==> src/rtl/z80_bus_pkg.sv <==
// Shared types for the Z80 / DMA RAM bus scheduler.
// Holds the scheduler state encoding and bus-owner constants.
package z80_bus_pkg;

   typedef enum logic [2:0] {
      CPU_RUN      = 3'd0,
      CPU_WAIT     = 3'd1,
      STOP_PEND    = 3'd2,
      HANDOVER_IN  = 3'd3,
      DMA_ACTIVE   = 3'd4,
      HANDOVER_OUT = 3'd5,
      FAIR         = 3'd6
   } bus_state_e;

   localparam logic BUS_CPU = 1'b0;
   localparam logic BUS_DMA = 1'b1;

endpackage

==> src/rtl/z80_wait_gen.sv <==
// CPU memory-request edge detector and RAM wait-state generator.
// ram_ready stays low for exactly WAIT_CYCLES clocks per accepted request.
module z80_wait_gen #(
   parameter int WAIT_CYCLES = 2
) (
   input  logic clk,
   input  logic reset,
   input  logic cpu_mreq,
   input  logic en,
   output logic start,
   output logic done,
   output logic ram_ready
);

   logic       mreq_q;
   logic [3:0] wait_cnt;

   assign start = en & cpu_mreq & ~mreq_q;
   assign done  = ~ram_ready & (wait_cnt == 4'd1);

   always_ff @(posedge clk or posedge reset) begin
      if (reset) begin
         mreq_q    <= 1'b0;
         wait_cnt  <= 4'd0;
         ram_ready <= 1'b1;
      end else begin
         mreq_q <= cpu_mreq;
         if (start) begin
            wait_cnt  <= 4'(WAIT_CYCLES);
            ram_ready <= 1'b0;
         end else if (!ram_ready) begin
            wait_cnt <= wait_cnt - 4'd1;
            if (wait_cnt == 4'd1)
               ram_ready <= 1'b1;
         end
      end
   end

endmodule

==> src/rtl/z80_bus_sched.sv <==
// Shared RAM bus scheduler between the Z80 and the DMA engine.
// Stops the CPU only at a clock low phase and bounds each DMA grant.
module z80_bus_sched
   import z80_bus_pkg::*;
#(
   parameter int WAIT_CYCLES   = 2,
   parameter int HANDOVER      = 1,
   parameter int DMA_MAX_BURST = 16
) (
   input  logic       clk,
   input  logic       reset,
   input  logic       cpu_phase_fall,
   input  logic       cpu_mreq,
   input  logic       dma_req,
   input  logic       dma_beat,
   input  logic       dma_last,
   output logic       cpu_run,
   output logic       ram_ready,
   output logic       dma_grant,
   output logic       bus_owner,
   output logic [7:0] burst_cnt
);

   localparam logic [2:0] HOLD_INIT = 3'(HANDOVER);
   localparam logic [7:0] MAX_BURST = 8'(DMA_MAX_BURST);

   bus_state_e state_q, state_d;
   logic [2:0] hold_q, hold_d;
   logic       ret_fair_q, ret_fair_d;
   logic       cpu_run_d, grant_d, owner_d;
   logic [7:0] burst_d, burst_inc;
   logic       wait_en, mreq_start, wait_done;
   logic       hold_done, dma_end;

   assign wait_en = (state_q == CPU_RUN) || (state_q == FAIR);

   z80_wait_gen #(
      .WAIT_CYCLES(WAIT_CYCLES)
   ) u_wait (
      .clk      (clk),
      .reset    (reset),
      .cpu_mreq (cpu_mreq),
      .en       (wait_en),
      .start    (mreq_start),
      .done     (wait_done),
      .ram_ready(ram_ready)
   );

   // A zero handover still leaves one idle cycle between owners.
   assign hold_done = (hold_q <= 3'd1);
   assign burst_inc = (burst_cnt == 8'hFF) ? burst_cnt : burst_cnt + 8'd1;
   assign dma_end   = !dma_req ||
                      (dma_beat && (dma_last || burst_inc >= MAX_BURST));

   always_comb begin
      state_d    = state_q;
      hold_d     = hold_q;
      ret_fair_d = ret_fair_q;
      cpu_run_d  = cpu_run;
      grant_d    = dma_grant;
      owner_d    = bus_owner;
      burst_d    = burst_cnt;
      unique case (state_q)
         CPU_RUN: begin
            if (mreq_start) begin
               state_d    = CPU_WAIT;
               ret_fair_d = 1'b0;
            end else if (dma_req) begin
               state_d = STOP_PEND;
            end
         end
         CPU_WAIT: begin
            if (wait_done)
               state_d = ret_fair_q ? FAIR : CPU_RUN;
         end
         STOP_PEND: begin
            if (!dma_req) begin
               state_d = CPU_RUN;
            end else if (cpu_phase_fall) begin
               cpu_run_d = 1'b0;
               hold_d    = HOLD_INIT;
               state_d   = HANDOVER_IN;
            end
         end
         HANDOVER_IN: begin
            if (hold_done) begin
               grant_d = 1'b1;
               owner_d = BUS_DMA;
               state_d = DMA_ACTIVE;
            end else begin
               hold_d = hold_q - 3'd1;
            end
         end
         DMA_ACTIVE: begin
            if (dma_beat)
               burst_d = burst_inc;
            if (dma_end) begin
               grant_d = 1'b0;
               hold_d  = HOLD_INIT;
               state_d = HANDOVER_OUT;
            end
         end
         HANDOVER_OUT: begin
            if (hold_done) begin
               cpu_run_d = 1'b1;
               owner_d   = BUS_CPU;
               burst_d   = 8'd0;
               state_d   = FAIR;
            end else begin
               hold_d = hold_q - 3'd1;
            end
         end
         FAIR: begin
            if (mreq_start) begin
               state_d    = CPU_WAIT;
               ret_fair_d = 1'b1;
            end else if (cpu_phase_fall) begin
               state_d = CPU_RUN;
            end
         end
         default: state_d = CPU_RUN;
      endcase
   end

   always_ff @(posedge clk or posedge reset) begin
      if (reset) begin
         state_q    <= CPU_RUN;
         hold_q     <= 3'd0;
         ret_fair_q <= 1'b0;
         cpu_run    <= 1'b1;
         dma_grant  <= 1'b0;
         bus_owner  <= BUS_CPU;
         burst_cnt  <= 8'd0;
      end else begin
         state_q    <= state_d;
         hold_q     <= hold_d;
         ret_fair_q <= ret_fair_d;
         cpu_run    <= cpu_run_d;
         dma_grant  <= grant_d;
         bus_owner  <= owner_d;
         burst_cnt  <= burst_d;
      end
   end

endmodule

==> config.mk <==
export PLATFORM = sky130hd
export DESIGN_NAME = z80_bus_sched
export DESIGN_NICKNAME = d
export VERILOG_FILES = /design/src/rtl/z80_bus_pkg.sv /design/src/rtl/z80_wait_gen.sv /design/src/rtl/z80_bus_sched.sv
export SDC_FILE = /design/constraint.sdc
export NUM_CORES = 1
export LEC_CHECK = 0
export BUFFER_PORTS_ARGS = -buffer_cell sky130_fd_sc_hd__buf_2
export CAP_MARGIN = 10
export CORE_UTILIZATION = 40
export DETAILED_ROUTE_END_ITERATION = 6
export GPL_TIMING_DRIVEN = 1
export SLEW_MARGIN = 20
export SYNTH_ARGS = -nofsm -noshare
export SYNTH_HDL_FRONTEND = slang
export SYNTH_SLANG_ARGS = --single-unit
==> constraint.sdc <==
create_clock -name clk -period 2.2 [get_ports clk]
set_input_delay 0.44 -clock clk [delete_from_list [all_inputs] [get_ports clk]]
set_output_delay 0.44 -clock clk [all_outputs]
set_load 0.05 [all_outputs]
# Word-level counts from Yosys, hierarchy flattened
# Index checks and enable logic that the tools add are counted.
[totals]
out_inout_bits = 12
register_bits = 24
in_bits = 7
[op_classes]
n_eq_ne = 22
n_reduce_logical = 20
magnitude_cmp = 2
n_addsub = 3
n_mux = 37
bitwise_logic = 5
[op_table]
columns = ["op", "count"]
rows = [
  ["$mux W3", 15],
  ["$mux W8", 3],
  ["$pmux W3 S7", 1],
  ["$ne A2 B2 Y1 const B", 10],
  ["$pmux W8 S2", 1],
  ["$reduce_and A3 Y1", 4],
  ["$mux W1", 10],
  ["$reduce_bool A2 Y1", 5],
  ["$eq A3 B3 Y1 const B", 3],
  ["$ne A3 B3 Y1 const B", 3],
  ["$pmux W3 S3", 1],
  ["$add A8 B1 Y8 const B", 1],
  ["$eq A8 B8 Y1 const B", 1],
  ["$ge A8 B5 Y1 const B", 1],
  ["$mux W4", 2],
  ["$pmux W1 S2", 4],
  ["$reduce_and A7 Y1", 1],
  ["$eq A3 B2 Y1 const B", 2],
  ["$reduce_and A5 Y1", 1],
  ["$eq A4 B1 Y1 const B", 1],
  ["$reduce_and A4 Y1", 1],
  ["$sub A4 B1 Y4 const B", 1],
  ["$and A1 B1 Y1", 3],
  ["$eq A3 B1 Y1 const B", 1],
  ["other kinds (10)", 13],
]

# Logic depth before layout (Yosys ltp)
# Gate-level depths: netlist of run 1.
[depth]
ltp_word = 8
mapped_depth = 8

# By module
# Synthesis of run 1 repeated with hierarchy kept, for this count alone.
[unflattened]
cells_unflattened = 167
area_unflattened_um2 = 1480.2
[by_module_without_submodules]
columns = ["module", "n_inst", "area_each_um2", "seq_area_each_um2", "cells_each"]
rows = [
  ["z80_bus_sched", 1, 1192.4, 451.7, 139],
  ["z80_wait_gen", 1, 287.8, 151.4, 28],
]

# Least setup slack after synthesis of run 1
# Ideal clock, no wire load.
[synth_timing]
path_kind = "reg-to-reg"
start = "reg burst_cnt[0]"
end = "reg hold_q[0]"
arrival_time_ps = 1915
stages_incl_launch_ff = 9
path_buffers = 1
setup_time_ps = 124
slack_ps = 161
cell_sequence = "dfrtp_1 ha_1 clkbuf_8 a31o_2 a211oi_1 o221ai_2 nand3_1 nand3_1 o31a_1"
[synth_between]
elab_chain_cells = 8
elab_cells_between_ends = 9
classes_between = "add/sub: 1; order compare: 1; eq/ne: 2; mux: 1; reduce/logical: 4"
[synth_rtl]
columns = ["element", "line_no", "rtl"]
rows = [
  ["from (decl)", "z80_bus_sched.sv:21", "output logic [7:0] burst_cnt"],
  ["from (signal assigned)", "z80_bus_sched.sv:141", "burst_cnt <= burst_d;"],
  ["$add A8 B1 Y8 or $eq A8 B8 Y1 (tied branches)", "z80_bus_sched.sv:51", "assign burst_inc = (burst_cnt == 8'hFF) ? burst_cnt : burst_cnt + 8'd1;"],
  ["$mux W8 (*)", "z80_bus_sched.sv:51", ""],
  ["$ge A8 B5 Y1 (*)", "z80_bus_sched.sv:53", "(dma_beat && (dma_last || burst_inc >= MAX_BURST));"],
  ["$logic_or A1 B1 Y1 (*)", "z80_bus_sched.sv:53", ""],
  ["$logic_and A1 B1 Y1 (*)", "z80_bus_sched.sv:53", ""],
  ["$logic_or A1 B1 Y1 (*)", "z80_bus_sched.sv:52", "assign dma_end = !dma_req ||"],
  ["$ne A2 B2 Y1 (no line) (*)", "--", ""],
  ["$reduce_and A5 Y1 (no line) (*)", "--", ""],
  ["to (signal assigned)", "z80_bus_sched.sv:136", "hold_q <= hold_d;"],
  ["to (decl)", "z80_bus_sched.sv:28", "logic [2:0] hold_q, hold_d;"],
]
# Every way passes the cells marked *; elsewhere a longest branch is shown, timed or not.
# A chain may end at the register's enable or synchronous reset.

# Final worst setup path of run 1
[layout_timing]
start = "reg hold_q[1]"
end = "reg state_q[1]"
[layout_between]
elab_chain_cells = 3
elab_cells_between_ends = 4
classes_between = "order compare: 1; eq/ne: 2; reduce/logical: 1"
[layout_rtl]
columns = ["element", "line_no", "rtl"]
rows = [
  ["$le A3 B1 Y1 (*)", "z80_bus_sched.sv:50", "assign hold_done = (hold_q <= 3'd1);"],
  ["$ne A2 B2 Y1 (no line)", "--", ""],
  ["$reduce_and A7 Y1 (no line) (*)", "--", ""],
  ["to (signal assigned)", "z80_bus_sched.sv:135", "state_q <= state_d;"],
  ["to (decl)", "z80_bus_sched.sv:27", "bus_state_e state_q, state_d;"],
]
# Marks and branches as above.

==> results_dict.tcl, run 1 <==
set metrics [dict create \
    run_status "complete, no violations" \
    report.power.total_mw 2.22 \
    setup_viol 0 \
    vias 1306 \
    fin_tns_setup_ns 0 \
    overflow 0 \
    cp_slowest_stage_delay_ns 0.38 \
    fmax_ghz 0.497 \
    dpl.hpwl_um 2260 \
    grt_max_degree 25 \
    ys_warn_count 0 \
    slowest_stage "dfrtp_1" \
    syn_to_final_growth_pct 14.1 \
    grt_pass1_wl_um 5220 \
    power.share.switching_pct 44.0 \
    synth.top_cell.area_share_pct 36.4 \
    comb_power_share_pct 47.1 \
    synth_most_common_cell "nor2_1" \
    synth_compound_area_share_pct 19.5 \
    synth_edf_count 0 \
    die_y_um 63.5 \
    finalHoldWorstSlack_ns 0.200 \
    final_antenna_net_count 0 \
    first_iter_violations 52 \
    clock-sinks 24 \
    post_cts_resized 0 \
    leakage_nw 0.748 \
    htree_levels 1 \
    clock_skew_ns 0.00439 \
    syn_area_sq_mm 0.00151 \
    grt_pass1_vias 1179 \
    nNetsFinal 203 \
    initial_utilization_pct 43.6 \
    required_ns 2.36 \
    multi_input_area_sq_um 843 \
    root_buffer "clkbuf_8" \
    n_fill_cell 343 \
    path_cells "inv_1 > ha_1 > o21ba_1 > nor2_1 > a221oi_1 > o21ai_1 > o21ai_0 > mux2_2" \
    drc 0 \
    p_seq_share_pct 35.5 \
    drive_above_1_share_pct 21.1 \
    period_share_pct 91.4 \
    synth_xor_area_share_pct 3.47 \
    cp.arrival_ns 2.17 \
    cts_setup_buffers 0 \
    pin_count 19 \
    antenna_found_initial 0 \
    worstSkewPairLatency_ns 0.26 \
    ys_seq_elements 24 \
    power_density_mw_per_mm2 1290 \
    die_area_sq_mm 0.00403 \
    vias_per_cell 5.53 \
    avgRoutedWirePerCell_um 12.9 \
    portBuffers 18 \
    worst_slew_pin_slew_ns 0.588 \
    synth_top_family_by_area "simple AND/OR/NAND/NOR gates" \
    synth_top_cells_by_count "nor2_1, dfrtp_1, nand2_1" \
    core.rowCount 21 \
    power.switching_mw 0.976 \
    finalHoldViolCount 0 \
    synthArstFlopShare_pct 100 \
    yosys.area_share.simple_pct 25.9 \
    synthAdderAreaFrac_pct 4.14 \
    synth_cell_types 48 \
    numCtsBuffers 3 \
    die_w_um 63.5 \
    synth_fp_nets 183 \
    place_congestion 0.749 \
    clkTransAtPathRegs_ns 0.09 \
    ir_worst_vdd_mv 0.559 \
    syn-instance-count 171 \
    start_kind "flip-flop" \
    relSlewSlack_pct 60.8 \
    finalCriticalPeriod_ns 2.01 \
    final_max_slew_viol_count 0 \
    end_kind "flip-flop" \
    track_usage_pct 16.0 \
    hold_path.class "input pin to async pin" \
    synth_area_leaders "dfrtp_1, nor2_1, o21ai_0" \
    yosys.area.top_type "dfrtp_1" \
    wirelength_um 3040 \
    diodes 0 \
    drt_first_pass_iters 4 \
    cp_max_fo 3 \
    cts_max_path_buffers 2 \
    cap_violations 0 \
    p_int_mw 1.24 \
    tritoncts "yes" \
    clkPwrFrac_pct 17.4 \
    final-seq-area_sq_um 603 \
    ys_seq_area_share_pct 39.9 \
    synth.avg_cell_area_sq_um 8.85 \
    synth-main-ff-cell "dfrtp_1" \
    synth_mux_area_share_pct 2.73 \
    core_region_area_sq_mm 0.00347 \
    cts_hold_buffers 0 \
    path_class "flip-flop to flip-flop" \
    rsz0062_at_grt "no" \
]
-- cells in the final DEF, fill, tap and decap left out, types with 2 or more instances in the layout --
master	Yosys	final
nand2_1	16	16
xor2_1	3	3
and3_1	2	2
nor2b_1	5	5
a21oi_1	9	9
a211oi_1	4	4
buf_4	0	5
mux2i_1	3	3
nor3b_1	3	3
o21ai_0	13	13
ha_1	5	5
o31ai_1	4	4
clkbuf_8	1	3
xnor2_1	3	3
buf_2	2	18
nand3_1	7	7
inv_1	6	6
nor4_1	2	2
dfrtp_1	22	22
dfstp_2	2	2
a31oi_1	2	2
nand4_1	2	2
nor2_1	23	23
nor3_1	4	4
-- kinds of logic after synthesis --
logic type      count (synthesis)
compound gates                 44
mux                             4
simple gates                   74
buf+inv                        14
flops                          24
xor+xnor                        6
fa+ha+maj                       5
-- flip-flops by register name, summed over array words and instances, names as in the netlist --
signal / cells
burst_cnt: 8
u_wait.wait_cnt: 4
hold_q: 3
state_q: 3
bus_owner: 1
cpu_run: 1
dma_grant: 1
ret_fair_q: 1
u_wait.mreq_q: 1
u_wait.ram_ready: 1
-- power groups by stage --
stage / sequential [mW] / combinational (mW) / clock, mW
final: 0.788 / 1.04 / 0.387
after global routing: 0.811 / 1.16 / 0.419
after CTS: 0.786 / 1.05 / 0.400
after detailed placement: 0.792 / 1.05 / 0
after global placement: 0.785 / 1.02 / 0
after floorplan: 0.923 / 0.681 / 0
-- per-stage QoR --
step	setup slack, ns	cells	util, %	area [sq um]
3_5_place_dp	0.215	232	47.7	1650
6_report	0.188	236	49.7	1730
3_3_place_gp	0.265	232	47.7	1650
2_1_floorplan	0.161	171	-	1510
5_1_grt	0.0180	236	49.7	1730
4_1_cts	0.181	236	49.7	1730
-- layout make-up --
cell class                      count  share of cell area, %
Clock buffer                        3                   2.39
Clock inverter                      1                   1.74
Inverter                            6                   1.31
Multi-Input combinational cell    133                   48.9
Sequential cell                    24                   35.0
Tap cell                           46                   3.34
Timing Repair Buffer               23                   7.40
-- metal layers --
metal  share of wire (%)  up-vias  GRT usage, %
li1                    -      650             -
met4                0.39        0          3.41
met3                 2.9        2          2.17
met1                  48      631          21.1
met5                   0        -             0
met2                  49       23          27.7
-- worst max-delay path, delay by kind of cell, from the launching register on --
| family | cells | cell delay, ns |
|---|---|---|
| flops | 1 | 0.38 |
| compound gates | 4 | 0.86 |
| fa+ha+maj | 1 | 0.17 |
| mux | 1 | 0.36 |
| simple gates | 1 | 0.07 |
| buf+inv | 1 | 0.07 |
-- worst paths after layout --
check,slack (ns),end,cells past startpoint,from
setup reg to reg,0.19,state_q[1],8,hold_q[1]
setup / recovery,0.19,state_q[1],8,hold_q[1]
max in group asynchronous,1.71,u_wait.ram_ready,3,reset
hold reg to reg,0.54,cpu_run,1,cpu_run
min in group clk,0.29,u_wait.mreq_q,1,cpu_mreq
hold / removal,0.20,burst_cnt[1],3,reset
(Power assumes the default switching activity.)
==> run 2: changes to the inputs <==
--- a/config.mk
+++ b/config.mk
@@ -7,9 +7,11 @@
 export LEC_CHECK = 0
 export BUFFER_PORTS_ARGS = -buffer_cell sky130_fd_sc_hd__buf_2
 export CAP_MARGIN = 10
-export CORE_UTILIZATION = 40
+export CORE_MARGIN = 2
+export CORE_UTILIZATION = 50
 export DETAILED_ROUTE_END_ITERATION = 6
 export GPL_TIMING_DRIVEN = 1
+export PLACE_DENSITY = 0.7
 export SLEW_MARGIN = 20
 export SYNTH_ARGS = -nofsm -noshare
 export SYNTH_HDL_FRONTEND = slang
==> run 2 against run 1 <==
Against the previous run: maximum frequency decreased by 3.0%; clock skew decreased by 0.0029 ns; die area decreased by 14%; register-to-register slack got worse by 0.06 ns; hold slack got worse by 0.074 ns; largest power group unchanged.
==> results_dict.tcl, run 2 (synthesis gave the netlist of run 1 again) <==
set metrics [dict create \
    run_status "complete, no violations" \
    first_iter_violations 49 \
    final_cell_mix "nor2_1, dfrtp_1, buf_2" \
    cts_setup_buffers 0 \
    cp.arrival_ns 2.30 \
    slowest_stage "dfrtp_1" \
    report.power.total_mw 2.09 \
    initial_utilization_pct 53.9 \
    clock_skew_ns 0.00151 \
    finalCriticalPeriod_ns 2.07 \
    fin_tns_setup_ns 0 \
    wirelength_um 3080 \
    overflow 0 \
    n_fill_cell 249 \
    ir_worst_vdd_mv 0.972 \
    stdcell_count 221 \
    die_area_sq_mm 0.00348 \
    start_kind "flip-flop" \
    antenna_found_initial 0 \
    cts_hold_buffers 0 \
    setup_viol 0 \
    vias 1293 \
    numPlacedInstances 217 \
    clock-sinks 24 \
    critPathMostFrequentCell "o21ai_1" \
    die_w_um 59.0 \
    worst_slew_pin_slew_ns 0.575 \
    wl_met1_um 1460 \
    pin_count 19 \
    post_cts_resized 0 \
    htree_levels 1 \
    portBuffers 18 \
    avgRoutedWirePerCell_um 13.9 \
    path_cells "inv_1 > ha_1 > o21ba_1 > nor2_1 > a221oi_2 > o21ai_1 > o21ai_1 > mux2_2" \
    period_share_pct 94.3 \
    cp_slowest_stage_delay_ns 0.39 \
    finalHoldViolCount 0 \
    numCtsBuffers 3 \
    power_density_mw_per_mm2 1250 \
    path_class "flip-flop to flip-flop" \
    cap_violations 0 \
    die_y_um 59.0 \
    worstSkewPairLatency_ns 0.33 \
    drive_above_1_share_pct 21.6 \
    hold_path.class "input pin to async pin" \
    track_usage_pct 19.5 \
    largest_reg_flops 8 \
    reg.largest.list "burst_cnt x8, u_wait.wait_cnt x4" \
    r2r_cells 8 \
    syn_to_final_growth_pct 10.9 \
    required_ns 2.43 \
    drt_first_pass_iters 4 \
    tritoncts "yes" \
    core_region_area_sq_mm 0.00281 \
    dr_wl_met3_um 79 \
    core.rowCount 19 \
    end_kind "flip-flop" \
    fmax_ghz 0.482 \
    routed.top_layer "met4" \
    final_common_cell "nor2_1" \
    grt_max_degree 25 \
    vias_per_cell 5.85 \
    cp_max_fo 5 \
    diodes 0 \
    place_congestion 0.839 \
    dpl.hpwl_um 2300 \
    relSlewSlack_pct 61.7 \
    nNetsFinal 203 \
    top_register "burst_cnt" \
    final_antenna_net_count 0 \
    final_max_slew_viol_count 0 \
    dr_wl_met2_um 1480 \
    grt_pass1_vias 1165 \
    cts_max_path_buffers 2 \
    root_buffer "clkbuf_4" \
    leakage_nw 0.736 \
    grt_pass1_wl_um 5130 \
    rsz0062_at_grt "no" \
    finalHoldWorstSlack_ns 0.126 \
    clkTransAtPathRegs_ns 0.13 \
    drc 0 \
]
-- run 2: cell count changes in the layout (fill, tap and decap cells not counted), sizes merged --
cell    change
clkbuf      +1
bufinv      -1
-- run 2: stage by stage --
step	area (sq um)	setup WS (ns)	util, %
after global placement	1640	0.221	58.3
after global routing	1680	0.0168	59.8
after CTS	1670	0.0889	59.6
final	1680	0.125	59.8
after detailed placement	1640	0.119	58.3
after floorplan	1510	0.161	-
-- run 2: area by class of cell --
class                   count  area, sq um  share of cell area [%]
multi-input cells         133          850                    50.6
flip-flops and latches     24          603                    35.9
repair buffers             23          128                    7.61
well taps                  31         38.8                    2.31
clock buffers               4         36.3                    2.16
inverters                   6         22.5                    1.34
-- run 2: worst paths after layout --
path                            from                to  slack, ns
min in group clk            cpu_mreq     u_wait.mreq_q       0.23
max in group asynchronous      reset  u_wait.ram_ready       1.79
min reg2reg                dma_grant         dma_grant       0.55
min                            reset      burst_cnt[1]       0.13
max reg2reg                hold_q[1]        state_q[1]       0.13
max                        hold_q[1]        state_q[1]       0.13
-- run 2: report_power, final --
| group | internal [mW] | switching [mW] | total, mW |
|---|---|---|---|
| registers | 0.592 | 0.192 | 0.784 |
| clock network | 0.102 | 0.137 | 0.239 |
| logic | 0.410 | 0.662 | 1.07 |
-- run 2: layer usage --
| layer | up-vias | GRT usage [%] |
|---|---|---|
| li1 | 650 | - |
| met1 | 615 | 26.4 |
| met2 | 23 | 31.0 |
| met3 | 5 | 2.18 |
| met4 | 0 | 10.1 |
| met5 | - | 0 |
-- run 2: critical path: cells and delay by family (launching register included) --
kind            cells  cell delay, ns
fa+ha+maj           1            0.17
flops               1            0.39
compound gates      4            0.87
simple gates        1            0.13
mux                 1            0.35
buf+inv             1            0.07
==> run 3: changes to the inputs <==
--- a/config.mk
+++ b/config.mk
@@ -12,6 +12,7 @@
 export DETAILED_ROUTE_END_ITERATION = 6
 export GPL_TIMING_DRIVEN = 1
 export PLACE_DENSITY = 0.7
+export REMOVE_ABC_BUFFERS = 1
 export SLEW_MARGIN = 20
 export SYNTH_ARGS = -nofsm -noshare
 export SYNTH_HDL_FRONTEND = slang
==> constraint.sdc (replaced) <==
create_clock -name clk -period 2 [get_ports clk]
set_input_delay 0.4 -clock clk [delete_from_list [all_inputs] [get_ports clk]]
set_output_delay 0.4 -clock clk [all_outputs]
set_load 0.05 [all_outputs]
==> run 3 against run 2 <==
Against the previous run: hold slack got worse by 0.026 ns; largest cell class unchanged; clock power fell by 12%; critical path depth did not move; maximum frequency is 10% higher; flip-flop and latch count did not move; clock skew grew 0.0093 ns; via count is 1.4% higher; wire length rose by 0.55%; setup slack lost 0.0093 ns; first-iteration DRC count increased by 33%; utilization is 1.6 points higher; sequential power rose by 8.7%.
==> results_dict.tcl, run 3 (synthesis gave the netlist of run 1 again) <==
set metrics [dict create \
    vias_per_cell 5.83 \
    r2r_start "hold_q[1]" \
    final_max_slew_viol_count 0 \
    final_cell_mix "nor2_1, dfrtp_1, buf_2" \
    numCtsBuffers 3 \
    overflow 0 \
    p_seq_share_pct 36.5 \
    required_ns 2.21 \
    avgRoutedWirePerCell_um 13.8 \
    drt_first_pass_iters 4 \
    grt_max_degree 25 \
    r2r_setup_slack_ns 0.12 \
    multi_input_area_sq_um 871 \
    ir_worst_vdd_mv 1.21 \
    pin_count 19 \
    finalHoldViolCount 0 \
    grt_pass1_vias 1160 \
    tritoncts "yes" \
    portBuffers 18 \
    period_share_pct 94.2 \
    die_y_um 59.0 \
    vias 1311 \
    end_kind "flip-flop" \
    die_w_um 59.0 \
    cts_hold_buffers 0 \
    power_density_mw_per_mm2 1350 \
    track_usage_pct 19.2 \
    cp.arrival_ns 2.10 \
    worst_slew_pin_slew_ns 0.460 \
    final_antenna_net_count 0 \
    wirelength_um 3100 \
    fin_ws_ns 0.116 \
    n_fill_cell 249 \
    clkPwrFrac_pct 9.0 \
    dpl.hpwl_um 2250 \
    setup_viol 0 \
    hold_path.class "input pin to async pin" \
    initial_utilization_pct 53.9 \
    clock_skew_ns 0.0108 \
    fmax_ghz 0.531 \
    root_buffer "clkbuf_4" \
    leakage_nw 0.751 \
    reg.largest.list "burst_cnt x8, u_wait.wait_cnt x4" \
    htree_levels 1 \
    drc 0 \
    finalHoldWorstSlack_ns 0.101 \
    pre_cts_slack_ns 0.0400 \
    die_area_sq_mm 0.00348 \
    core_region_area_sq_mm 0.00281 \
    relSlewSlack_pct 69.4 \
    path_class "flip-flop to flip-flop" \
    clkTransAtPathRegs_ns 0.13 \
    diodes 0 \
    power.switching_mw 1.10 \
    comb_power_share_pct 54.5 \
    place_congestion 0.813 \
    syn_to_final_growth_pct 13.9 \
    nNetsFinal 208 \
    drive_above_1_share_pct 25.3 \
    final-seq-area_sq_um 603 \
    start_kind "flip-flop" \
    largest_reg_flops 8 \
    p_int_mw 1.23 \
    cp_max_fo 5 \
    antenna_found_initial 0 \
    cap_violations 0 \
    finalCriticalPeriod_ns 1.88 \
    first_iter_violations 65 \
    power.share.switching_pct 47.1 \
    final_common_cell "nor2_1" \
    core.rowCount 19 \
    report.power.total_mw 2.33 \
    worstSkewPairLatency_ns 0.31 \
    grt_pass1_wl_um 5180 \
    top_register "burst_cnt" \
    r2r_cells 8 \
    clock-sinks 24 \
    fin_tns_setup_ns 0 \
    run_status "complete, no violations" \
    cts_max_path_buffers 2 \
    r2r_end "hold_q[0]" \
]
-- run 3: changes by cell type in the layout (fill, tap and decap cells not counted), sizes merged --
cell / previous run / this run
buf: 23 / 28
clkbuf: 4 / 3
-- run 3: metrics by stage --
stage / instances / instance area, sq um / util, %
final: 225 / 1720 / 61.4
after global routing: 225 / 1720 / 61.4
after CTS: 223 / 1680 / 59.9
after detailed placement: 220 / 1660 / 59.1
after global placement: 220 / 1660 / 59.1
after floorplan: 163 / 1470 / -
-- run 3: final cells by class --
cell class,count,area share [%]
Sequential cell,24,35.0
Multi-Input combinational cell,133,50.5
Timing Repair Buffer,28,9.59
Inverter,6,1.31
Tap cell,31,2.25
Clock buffer,3,1.31
-- run 3: power by group through the flow --
| stage | Sequential, mW | Clock [mW] | Combinational, mW |
|---|---|---|---|
| floorplan | 1.08 | 0 | 0.639 |
| global placement | 0.838 | 0 | 1.18 |
| detailed placement | 0.848 | 0 | 1.22 |
| CTS | 0.838 | 0.216 | 1.22 |
| global route | 0.882 | 0.235 | 1.40 |
| finish | 0.852 | 0.210 | 1.27 |
-- run 3: what timing repair did --
| action | 4_1_cts | 5_1_grt |
|---|---|---|
| setup buffers | 0 | 2 |
| resized for setup | 0 | 6 |
| setup endpoints to repair | 0 | 3 |
-- run 3: worst max path at each step --
stage                 start  cells after the start  slack [ns]          to
6_report          hold_q[1]                      8        0.12   hold_q[0]
5_1_grt           hold_q[1]                      8      -0.001  state_q[1]
4_1_cts           hold_q[1]                      8        0.02  state_q[1]
3_5_place_dp      hold_q[1]                      8        0.04  state_q[1]
3_3_place_gp   burst_cnt[0]                      7        0.13  state_q[0]
2_1_floorplan  burst_cnt[0]                      7       -0.05  state_q[0]
-- run 3: worst max-delay path, cell delays in order, from the launching register on --
cell,delay [ns]
dfrtp_1,0.41
inv_1,0.08
ha_1,0.15
o21ba_2,0.17
o21ai_0,0.19
o21ai_0,0.12
a22oi_1,0.40
nand3_1,0.13
o31a_1,0.13
-- run 3: layer usage --
metal	part of all wire, %	global-route usage (%)	routed length, um	up-vias
met5	0	0	0	-
met4	0.71	5.84	22	0
met3	3.2	2.18	98	4
met2	47	31.1	1460	27
met1	49	27.0	1520	620
li1	-	-	-	660
